[src/rtl/game_sprite_motion.sv]
// Sprite position/velocity register block with periodic motion strobe,
// on-screen test and registered raster-pixel coverage test.
module game_sprite_motion #(
   parameter int SCREEN_WIDTH  = 640,
   parameter int SCREEN_HEIGHT = 480,
   parameter int X_WIDTH       = 10,
   parameter int Y_WIDTH       = 10,
   parameter int DX_WIDTH      = 2,
   parameter int DY_WIDTH      = 2,
   parameter int SPRITE_WIDTH  = 8,
   parameter int SPRITE_HEIGHT = 8,
   parameter int STROBE_WIDTH  = 20
) (
   input  logic                clk,
   input  logic                reset,
   input  logic                sprite_write_xy,
   input  logic                sprite_write_dxy,
   input  logic [X_WIDTH-1:0]  sprite_write_x,
   input  logic [Y_WIDTH-1:0]  sprite_write_y,
   input  logic [DX_WIDTH-1:0] sprite_write_dx,
   input  logic [DY_WIDTH-1:0] sprite_write_dy,
   input  logic                sprite_enable_update,
   input  logic [X_WIDTH-1:0]  pixel_x,
   input  logic [Y_WIDTH-1:0]  pixel_y,
   output logic [X_WIDTH-1:0]  sprite_x,
   output logic [Y_WIDTH-1:0]  sprite_y,
   output logic                sprite_within_screen,
   output logic                sprite_pixel_hit
);

   // Geometry constants widened by one bit so x+size never overflows.
   localparam logic [X_WIDTH:0] L_SPR_W = (X_WIDTH+1)'(SPRITE_WIDTH);
   localparam logic [Y_WIDTH:0] L_SPR_H = (Y_WIDTH+1)'(SPRITE_HEIGHT);
   localparam logic [X_WIDTH:0] L_SCR_W = (X_WIDTH+1)'(SCREEN_WIDTH);
   localparam logic [Y_WIDTH:0] L_SCR_H = (Y_WIDTH+1)'(SCREEN_HEIGHT);

   logic [STROBE_WIDTH-1:0] r_strobe_cnt;
   logic [X_WIDTH-1:0]      r_x;
   logic [Y_WIDTH-1:0]      r_y;
   logic [DX_WIDTH-1:0]     r_dx;
   logic [DY_WIDTH-1:0]     r_dy;
   logic                    r_hit;

   logic                    w_strobe;
   logic                    w_move;
   logic [X_WIDTH-1:0]      w_dx_ext;
   logic [Y_WIDTH-1:0]      w_dy_ext;
   logic [X_WIDTH:0]        w_x_lo;
   logic [X_WIDTH:0]        w_x_hi;
   logic [Y_WIDTH:0]        w_y_lo;
   logic [Y_WIDTH:0]        w_y_hi;
   logic [X_WIDTH:0]        w_px;
   logic [Y_WIDTH:0]        w_py;
   logic                    w_hit_next;

   assign w_strobe = &r_strobe_cnt;
   // A position load in the same cycle suppresses motion.
   assign w_move   = w_strobe & sprite_enable_update & ~sprite_write_xy;

   // Velocity is two's complement; extend to coordinate width for modulo add.
   assign w_dx_ext = {{(X_WIDTH-DX_WIDTH){r_dx[DX_WIDTH-1]}}, r_dx};
   assign w_dy_ext = {{(Y_WIDTH-DY_WIDTH){r_dy[DY_WIDTH-1]}}, r_dy};

   // Sprite extent as [lo, hi) in widened arithmetic.
   assign w_x_lo = {1'b0, r_x};
   assign w_y_lo = {1'b0, r_y};
   assign w_x_hi = w_x_lo + L_SPR_W;
   assign w_y_hi = w_y_lo + L_SPR_H;
   assign w_px   = {1'b0, pixel_x};
   assign w_py   = {1'b0, pixel_y};

   // A wrapped "negative" position lands near 2^W and fails this test naturally.
   assign sprite_within_screen = (w_x_hi <= L_SCR_W) & (w_y_hi <= L_SCR_H);

   assign w_hit_next = (w_px >= w_x_lo) & (w_px < w_x_hi) &
                       (w_py >= w_y_lo) & (w_py < w_y_hi);

   assign sprite_x         = r_x;
   assign sprite_y         = r_y;
   assign sprite_pixel_hit = r_hit;

   // Free-running strobe counter; never re-phased except by reset.
   always_ff @(posedge clk) begin
      if (reset) r_strobe_cnt <= '0;
      else       r_strobe_cnt <= r_strobe_cnt + 1'b1;
   end

   // Position: load has priority over strobe-driven motion.
   always_ff @(posedge clk) begin
      if (reset) begin
         r_x <= '0;
         r_y <= '0;
      end else if (sprite_write_xy) begin
         r_x <= sprite_write_x;
         r_y <= sprite_write_y;
      end else if (w_move) begin
         r_x <= r_x + w_dx_ext;
         r_y <= r_y + w_dy_ext;
      end
   end

   // Velocity: motion this cycle sees the old value, new one applies next strobe.
   always_ff @(posedge clk) begin
      if (reset) begin
         r_dx <= '0;
         r_dy <= '0;
      end else if (sprite_write_dxy) begin
         r_dx <= sprite_write_dx;
         r_dy <= sprite_write_dy;
      end
   end

   // Registered pixel coverage against the current-cycle position.
   always_ff @(posedge clk) begin
      if (reset) r_hit <= 1'b0;
      else       r_hit <= w_hit_next;
   end

endmodule

[config.mk]
export PLATFORM = sky130hd
export DESIGN_NAME = game_sprite_motion
export DESIGN_NICKNAME = d
export VERILOG_FILES = /design/src/rtl/game_sprite_motion.sv
export SDC_FILE = /design/constraint.sdc
export NUM_CORES = 1
export LEC_CHECK = 0
export BUFFER_PORTS_ARGS = -buffer_cell sky130_fd_sc_hd__buf_2
export CELL_PAD_IN_SITES_DETAIL_PLACEMENT = 1
export CELL_PAD_IN_SITES_GLOBAL_PLACEMENT = 1
export CORE_UTILIZATION = 40
export DETAILED_ROUTE_END_ITERATION = 6
export PLACE_DENSITY_LB_ADDON = 0.05
export SYNTH_ARGS = -nofsm -noshare
export SYNTH_HDL_FRONTEND = slang
export SYNTH_SLANG_ARGS = --single-unit
export TNS_END_PERCENT = 10
[constraint.sdc]
create_clock -name clk -period 3.05 [get_ports clk]
set_input_delay 0.305 -clock clk [delete_from_list [all_inputs] [get_ports clk]]
set_output_delay 0.305 -clock clk [all_outputs]
set_load 0.005 [all_outputs]
==> run metrics <==
#FFs+latches synth=45; Int Pwr=0.953 mW; Max Cap Violations=0; CTS buffer count=5; final non-filler cell total=636; post-synth cell types=53; Final HPWL DP=7.87 mm; syn avg cell area=8.22 um2; WHS Path Cells=3; Static Leak=1.91 nW; area leader, netlist=dfxtp_1; number of global-route vias before repair=3454; WL/cell=15.4 um; CTS Hold Bufs=0; Rows=35; Num Clock Sinks=45; crit end category=flip-flop; post-layout minimum cycle time=2.63 ns; top_reg_cell synth=dfxtp_1; Syn Inst Count=460; Fin. Hold Viols=0; met2 usage=34.8%; met1 GRT Util=27.6%; die area=0.00985 mm2; Critical Path AT=2.83 ns; Synth async-reset ratio=0%; top-level port count=71; # setup viols final=0; worst vdd ir=182 uV; PortBufs=70; grt peak-use layer=met2; reg-to-reg endpoint=sprite_pixel_hit; Slew @ Worst Pin=0.902 ns; Area contributors post-synth=dfxtp_1 24%, ha_1 18%, xor2_1 4.9%; sw power=0.461 mW; drt total wl=9.82 mm; Design Power=1.41 mW; Sw Ratio=32.6%; clock buffer depth=2; launch point of the worst hold path=sprite_write_x[0]; clock power share=27.4%; post-route ant nets=0; WS Path Type=reg -> reg; CP required=3.25 ns; Post-CTS Setup Bufs=0; share of the synthesized area in the top cell type=23.8%; Die W=99.2 um; Final #Nets=630; Clock transition at path regs=0.10 ns; Resize count post-CTS=0; share of the yosys chip area belonging to registers=23.8%; number of placed cells counting well taps=628; Net Count, Synth=566; Antenna diodes=0; Worst Hold End=sprite_x[0]; Die Span Y=99.2 um; worst-path maximum fanout=8; Congestion Overflow GR=0; final setup margin=0.416 ns; Setup WS pre-CTS=0.449 ns; initial DRC count=159; hold crit path type=in -> reg; most common cell in the netlist=ha_1; GPL Wtd Cong=0.824; Reg2Reg Setup Slack=0.42 ns; Worst R2R Path Depth=11; largest net degree at the start of global routing=49; FMAX=0.380 GHz; max-slew violations=0; Final Util=46.8%; Synthesis Warnings=0; H-tree depth=2; Post-synth top cells=55 x ha_1, 45 x dfxtp_1, 40 x nor2_1; First-pass DRT Iterations=4; mapped cell area=0.00378 mm2; Worst slew margin=39.8%; total negative slack=0 ns; Worst Clk Skew=0.00677 ns; Reg power frac=46.0%; first-pass GRT wire length=16.2 mm; Layout area overhead=13.8%; clk_lat worst skew=0.29 ns; combinational group share of total power=26.6%; GR Util All Layers=20.3%; DR DRC count=0; via count=3468; outcome=finished clean; RR Startpoint=sprite_y[3]; CTS tree=done; PD cells=328 mW/mm2; Final Cycle Share=86.4%; ratio of cells with drive above 1 in the final layout=17.1%; RSZ-0062 raised after global routing=no; Startpoint Class=flip-flop; vias per cell=5.45; root buffer cell=clkbuf_8; EDFF count, synth=0; Starting Density=41.1%; core area=0.00920 mm2; grt met3 use=2.81%; initial antenna violation count=0
[power by group through the flow]
stage	clock (mW)	combinational [mW]	sequential (mW)
floorplan	0	0.258	0.655
global placement	0	0.367	0.662
detailed placement	0	0.381	0.665
CTS	0.400	0.383	0.651
global route	0.418	0.432	0.657
finish	0.387	0.376	0.651
[how the worst max path moves through the flow]
stage | depth (start not counted) | from | slack [ns] | to
after floorplan | 11 | sprite_y[3] | 0.69 | sprite_pixel_hit
after global placement | 11 | sprite_y[3] | 0.55 | sprite_pixel_hit
after detailed placement | 11 | sprite_y[3] | 0.45 | sprite_pixel_hit
after CTS | 11 | sprite_y[3] | 0.42 | sprite_pixel_hit
after global routing | 11 | sprite_y[3] | 0.19 | sprite_pixel_hit
final | 11 | sprite_y[3] | 0.42 | sprite_pixel_hit
[sequential cells by signal, indices dropped and copies added (netlist names)]
name,cells
r_dy,2
r_strobe_cnt,20
sprite_x,10
sprite_pixel_hit,1
r_dx,2
sprite_y,10
[through the flow]
step,hold WS [ns],cell area [um2]
3_3_place_gp,0.459,4220
2_1_floorplan,0.442,3780
5_1_grt,0.262,4300
4_1_cts,0.245,4300
6_report,0.244,4300
3_5_place_dp,0.502,4220
[worst max-delay path, stage by stage, from the launching register on]
cell	delay, ns
dfxtp_1	0.49
ha_1	0.26
inv_1	0.09
or3_1	0.36
xnor2_1	0.20
ha_1	0.26
o21ai_0	0.08
o21bai_1	0.13
a21oi_1	0.08
nor3_1	0.17
o21ai_0	0.11
nor4b_1	0.30
[cells in the final DEF (no fill, tap or decap), types with 7 or more instances in the layout]
cell and count:
nand3_1 19, nand2_1 19, nor3_1 24, nor2_1 40
mux2i_1 8, dfxtp_1 45, xnor2_1 20, buf_2 70
a211oi_1 7, o21a_1 10, a21oi_1 28, ha_1 55
xor2_1 21, nor2b_1 20, o21ai_0 17, inv_1 35
[per-layer routing]
layer	up-vias	part of all wire (%)
li1	1767	-
met1	1650	49
met2	47	47
met3	4	3.0
met4	0	0.64
met5	-	0
[logic make-up (layout without fill, tap and decap cells)]
group	Yosys count	count (layout)	share of synthesized area [%]
buf+inv	51	116	5.49
simple gates	162	162	22.7
xor+xnor	41	41	9.50
fa+ha+maj	57	57	19.3
mux	10	10	2.71
compound gates	94	94	16.5
flops	45	45	23.8
[final cells by class]
| cell class | instances | area [um2] |
|---|---|---|
| clock buffers | 6 | 72.6 |
| clock inverters | 2 | 15.0 |
| fillers | 1170 | 4890 |
| inverters | 35 | 131 |
| multi-input cells | 364 | 2670 |
| flip-flops and latches | 45 | 901 |
| well taps | 111 | 139 |
| repair buffers | 73 | 373 |
Power figures use the tool's default switching activity.
